### src/rtl/multi_pkg.sv
// multi_driver shared definitions:
// FSM state encoding and default sizes.
package multi_pkg;

  typedef enum logic [1:0] {
    S_IDLE  = 2'd0,
    S_ISSUE = 2'd1,
    S_WAIT  = 2'd2,
    S_RESP  = 2'd3
  } state_t;

  localparam int DEF_WIDTH = 32;
  localparam int DEF_DEPTH = 4;
  localparam int DEF_TMO_W = 8;

endpackage

### src/rtl/multi_fifo.sv
// multi_fifo: synchronous request FIFO.
// Extra pointer MSB separates full from empty.
module multi_fifo
  import multi_pkg::*;
#(
  parameter int WIDTH = DEF_WIDTH,
  parameter int DEPTH = DEF_DEPTH
) (
  input  logic             i_clk,
  input  logic             i_rst,
  input  logic             i_push,
  input  logic [WIDTH-1:0] i_data,
  input  logic             i_pop,
  output logic             o_full,
  output logic             o_empty,
  output logic [WIDTH-1:0] o_head
);

  localparam int AW = $clog2(DEPTH);

  logic [WIDTH-1:0] r_mem [DEPTH];
  logic [AW:0]      r_wp;
  logic [AW:0]      r_rp;
  logic             w_do_push;
  logic             w_do_pop;

  assign o_empty = (r_wp == r_rp);
  assign o_full  = (r_wp[AW] != r_rp[AW]) &&
                   (r_wp[AW-1:0] == r_rp[AW-1:0]);
  assign o_head  = r_mem[r_rp[AW-1:0]];

  // a pop frees a slot, so push into a full FIFO is fine then
  assign w_do_push = i_push && (!o_full || i_pop);
  assign w_do_pop  = i_pop && !o_empty;

  // pointer update
  always_ff @(posedge i_clk) begin
    if (i_rst) begin
      r_wp <= '0;
      r_rp <= '0;
    end else begin
      if (w_do_push) r_wp <= r_wp + 1'b1;
      if (w_do_pop)  r_rp <= r_rp + 1'b1;
    end
  end

  // storage write, no reset needed
  always_ff @(posedge i_clk) begin
    if (w_do_push) r_mem[r_wp[AW-1:0]] <= i_data;
  end

endmodule

### src/rtl/multi_driver.sv
// multi_driver: FIFO-fed sequencer around a start/done unit.
// Optional watchdog: MULTI_DRIVER_TIMEOUT_EN.
module multi_driver
  import multi_pkg::*;
#(
  parameter int WIDTH = DEF_WIDTH,
  parameter int DEPTH = DEF_DEPTH,
  parameter int TMO_W = DEF_TMO_W
) (
  input  logic             clock,
  input  logic             reset,
  input  logic             req_valid,
  output logic             req_ready,
  input  logic [WIDTH-1:0] req_data,
  output logic             start,
  output logic [WIDTH-1:0] in,
  input  logic             done,
  input  logic [WIDTH-1:0] out,
  output logic             resp_valid,
  input  logic             resp_ready,
  output logic [WIDTH-1:0] resp_data,
  output logic             resp_err
);

  state_t           r_state;
  logic             r_start;
  logic [WIDTH-1:0] r_in;
  logic             r_resp_valid;
  logic [WIDTH-1:0] r_resp_data;
  logic             w_full;
  logic             w_empty;
  logic [WIDTH-1:0] w_head;
  logic             w_push;
  logic             w_pop;

  assign req_ready  = !w_full;
  assign w_push     = req_valid && req_ready;
  assign w_pop      = (r_state == S_ISSUE);
  assign start      = r_start;
  assign in         = r_in;
  assign resp_valid = r_resp_valid;
  assign resp_data  = r_resp_data;

  multi_fifo #(
    .WIDTH (WIDTH),
    .DEPTH (DEPTH)
  ) u_fifo (
    .i_clk   (clock),
    .i_rst   (reset),
    .i_push  (w_push),
    .i_data  (req_data),
    .i_pop   (w_pop),
    .o_full  (w_full),
    .o_empty (w_empty),
    .o_head  (w_head)
  );

`ifdef MULTI_DRIVER_TIMEOUT_EN
  localparam logic [TMO_W-1:0] TMO_LAST =
    {{(TMO_W-1){1'b1}}, 1'b0};

  logic [TMO_W-1:0] r_tmo;
  logic             r_resp_err;

  assign resp_err = r_resp_err;
`else
  logic [TMO_W-1:0] w_unused_tmo;

  assign w_unused_tmo = '0;
  assign resp_err     = 1'b0;
`endif

  // issue/wait/respond sequencer, one operation in flight
  always_ff @(posedge clock) begin
    if (reset) begin
      r_state      <= S_IDLE;
      r_start      <= 1'b0;
      r_in         <= '0;
      r_resp_valid <= 1'b0;
      r_resp_data  <= '0;
`ifdef MULTI_DRIVER_TIMEOUT_EN
      r_tmo        <= '0;
      r_resp_err   <= 1'b0;
`endif
    end else begin
      unique case (r_state)
        S_IDLE: begin
          if (!w_empty) begin
            r_state <= S_ISSUE;
            r_start <= 1'b1;
            r_in    <= w_head;
          end
        end
        S_ISSUE: begin
          r_state <= S_WAIT;
          r_start <= 1'b0;
          r_in    <= '0;
`ifdef MULTI_DRIVER_TIMEOUT_EN
          r_tmo   <= '0;
`endif
        end
        S_WAIT: begin
          if (done) begin
            r_state      <= S_RESP;
            r_resp_valid <= 1'b1;
            r_resp_data  <= out;
`ifdef MULTI_DRIVER_TIMEOUT_EN
            r_resp_err   <= 1'b0;
          end else if (r_tmo == TMO_LAST) begin
            r_state      <= S_RESP;
            r_resp_valid <= 1'b1;
            r_resp_data  <= '0;
            r_resp_err   <= 1'b1;
          end else begin
            r_tmo <= r_tmo + 1'b1;
`endif
          end
        end
        S_RESP: begin
          if (resp_ready) begin
            r_state      <= S_IDLE;
            r_resp_valid <= 1'b0;
          end
        end
        default: r_state <= S_IDLE;
      endcase
    end
  end

endmodule

### config.mk
export PLATFORM = sky130hd
export DESIGN_NAME = multi_driver
export DESIGN_NICKNAME = d
export VERILOG_FILES = /design/src/rtl/multi_pkg.sv /design/src/rtl/multi_fifo.sv /design/src/rtl/multi_driver.sv
export SDC_FILE = /design/constraint.sdc
export NUM_CORES = 1
export LEC_CHECK = 0
export ABC_AREA = 1
export BUFFER_PORTS_ARGS = -buffer_cell sky130_fd_sc_hd__buf_2
export CORE_AREA = 3 3 140 108
export CTS_BUF_LIST = sky130_fd_sc_hd__clkbuf_2 sky130_fd_sc_hd__clkbuf_4 sky130_fd_sc_hd__clkbuf_8
export DETAILED_ROUTE_END_ITERATION = 8
export DIE_AREA = 0 0 143 111
export PLACE_DENSITY = 0.87
export SYNTH_ARGS = -nofsm -noshare
export SYNTH_HDL_FRONTEND = slang
export SYNTH_SLANG_ARGS = --single-unit
### constraint.sdc
create_clock -name clock -period 6 [get_ports clock]
set_clock_uncertainty 0.05 [all_clocks]
set_input_delay 1.2 -clock clock [delete_from_list [all_inputs] [get_ports clock]]
set_output_delay 1.2 -clock clock [all_outputs]
set_load 0.05 [all_outputs]
==> metrics.cfg <==
[timing]
finalHoldViolCount=0
min_period_ns=2.91
tightest_slew_ns=1.18
min_period_over_period_pct=48.6
slew_headroom_pct=21.5
rsz0062_at_grt=no
fmax_mhz=343
setup_slack_ns=3.09
setup_tns_ns=0
slew_violations=0
finalSetupViolCount=0

[setup_path]
r2r_start=r_state[0]$_SDFFE_PP0P_
worst-path-max-fanout=5
path_buf_inv=2
cp_data_required_time_ns=4.75
critPathMostFrequentCell=nand2_1
rrSetupSlack_ns=3.30
max_stage_delay_ns=0.42
worstPathCellList=inv_2, nand2_1, nand2_1, nand3_1, buf_2
cp_slowest_cell=dfxtp_1
cp.arrival_ns=1.66
reg2reg_depth=6
worst_setup_path_end_kind=output port
startpoint=u_fifo.r_wp[0]$_SDFFE_PP0P_
crit_family=flip-flops
cp-start-kind=flip-flop
worst-setup-path-type=flip-flop to output port
reg2reg_to=in[6]$_SDFFE_PP0P_

[grt]
grt_first_pass_wirelength_um=29500
grt_max_degree=66
antenna_found_initial=1
grt_overflow=0
grt_pass1_vias=5938
grtUsageTotal_pct=23.1

[clocking]
cts_tree=done
cts_buffers=29
clockBufferDepth=3
cts_root_buf=clkbuf_8
cts.clk_slew.worst_paths_ns=0.06
htree_levels=1
post_cts_buffers=0
ctsResizeCount=0
clock_latency_ns=0.55
clock-sinks=204
cts_hold_buf=0

[flow_run]
maxCapViolCount=0

[power]
peakVddDrop_uv=290
power.total_mw=4.37
leakage_nw=4.49
p_per_area_nw_per_um2=440

[drt]
drt_iter0_markers=450
wl_per_cell_um=15.5
ant_nets=0
routed_via_density=5.27
dr.pass1.iters=5
via_count=6388
postRouteWirelength_um=18800
route.detailed.drc=0

[placed_design]
dp.cells=1158
dp_hpwl_um=10800
portBuffers=135
preCtsSetupSlack_ns=2.78
gp_congestion=0.794

[die]
row_count=37
die_y_um=111
io_pins=137
dieArea_sq_um=15900
start_util_pct=63.3
fp.dieW_um=143
fp.coreArea_sq_um=13700

[synth]
syn-num-nets=974
syn_inst=896
yosysSeqAreaShare_pct=61.6
yosysWarnings=0
synth.avg_cell_area_sq_um=9.71
syn-cell-area_sq_um=8700
ys_types=27
ys_seq_elements=204

[final_layout]
fillerInstances=970
syn_to_final_growth_pct=14.3
multi_input_area_sq_um=2520
finish.utilization_pct=72.3
drive_gt1_share_pct=24.1
seq_area_sq_um=5370
nNetsFinal=1092
fin_cells=1212

[hold_path]
holdCritStartpoint=resp_data[15]$_SDFFE_PP0P_
hold_path_class=flip-flop to flip-flop
hold_path_end=resp_data[15]$_SDFFE_PP0P_
worst_hold_path.num_cells=2

[status]
outcome=finished, final reports clean

-- per-layer routing --
layer / share of wire [%] / up-vias / global-route usage [%]
met5: 0.059 / - / 0
met4: 1.6 / 2 / 5.89
met3: 9.7 / 28 / 5.22
met2: 47 / 272 / 38.1
met1: 42 / 2947 / 31.0
li1: - / 3139 / -
-- report_power, final --
| group | leakage [nW] | internal [mW] | switching [mW] |
|---|---|---|---|
| clock | 0.307 | 0.554 | 0.509 |
| sequential | 1.80 | 1.67 | 0.102 |
| combinational | 2.39 | 0.382 | 1.16 |
| total | 4.49 | 2.61 | 1.77 |
-- cell type report --
| class | count | share of cell area [%] |
|---|---|---|
| Sequential cell | 204 | 53.9 |
| Multi-Input combinational cell | 489 | 25.3 |
| Timing Repair Buffer | 138 | 7.02 |
| Inverter | 152 | 5.74 |
| Clock buffer | 42 | 5.18 |
| Tap cell | 175 | 2.20 |
| Clock inverter | 11 | 0.566 |
| Antenna cell | 1 | 0.0252 |
-- registers in the layout (all words and copies together), names as in the netlist, named ones only --
name,count
resp_data,32
resp_valid,1
r_state,2
u_fifo.r_mem,128
in,32
u_fifo.r_wp,3
start,1
u_fifo.r_rp,3
-- cells by family (layout without fill, tap and decap cells) --
| family | Yosys count | after routing | share of synthesized area (%) |
|---|---|---|---|
| AO/OA/AOI/OAI | 73 | 73 | 5.02 |
| XOR/XNOR | 2 | 2 | 0.201 |
| adder cells (fa/ha/maj) | 9 | 9 | 1.29 |
| buffers and inverters | 203 | 343 | 9.82 |
| flip-flops | 204 | 204 | 61.6 |
| other | 1 | 2 | 0.0431 |
| AND/OR/NAND/NOR | 404 | 404 | 22.0 |
-- how the worst max path moves through the flow --
stage	to	slack (ns)	depth (start not counted)
detailed placement	resp_data[0]$_SDFFE_PP0P_	2.78	4
CTS	req_ready	3.07	5
global route	req_ready	2.99	5
floorplan	u_fifo.r_mem[0][0]$_DFFE_PP_	2.79	2
finish	req_ready	3.09	5
global placement	flip-flop	2.84	4
-- placed cells by master (no fill, tap or decap) --
cell        netlist  final
clkbuf_4          0     10
buf_2            19    135
a21oi_1          17     17
nand3b_1          1      1
dfxtp_1          76     75
edfxtp_1        128    128
a21oi_2          19     19
nand2_8           1      1
o21ai_0          37     37
nand3_4           1      1
inv_1           149    149
nand3_1          70     70
clkinvlp_4        0      1
nand4_1          33     33
buf_4             6      3
nand2_2           1      2
clkinv_2          0      5
xor2_1            2      2
or2_2             1      1
nand3_2          30     30
conb_1            1      1
dfxtp_2           0      1
inv_6             0      1
clkbuf_8          0     32
nand2_1         181    180
ha_1              9      8
clkinv_1          0      4
inv_2             3      3
diode_2           0      1
nor2_1           85     81
ha_2              0      1
nor2_4            0      4
-- worst min-delay path, cell delays in order, from the launching register on --
cell     delay, ns
dfxtp_1       0.32
nor2_1        0.04
nor2_1        0.08
-- cells in the mapped netlist, drive strengths merged --
cell type	count	area, sq um
nand2	183	706
inv	152	571
edfxtp	128	3840
nand3	101	668
nor2	85	319
dfxtp	76	1520
o21ai	37	185
a21oi	36	251
nand4	33	206
buf	29	199
clkbuf	22	85.1
ha	9	113
xor2	2	17.5
conb	1	3.75
nand3b	1	7.51
or2	1	6.26
-- stage by stage --
stage / hold slack, ns / instance area (sq um)
global route: 0.445 / 9940
global placement: 0.406 / 9370
detailed placement: 0.415 / 9370
CTS: 0.430 / 9940
finish: 0.425 / 9950
floorplan: 0.428 / 8700
No activity file was read; power rests on OpenSTA's default activity.
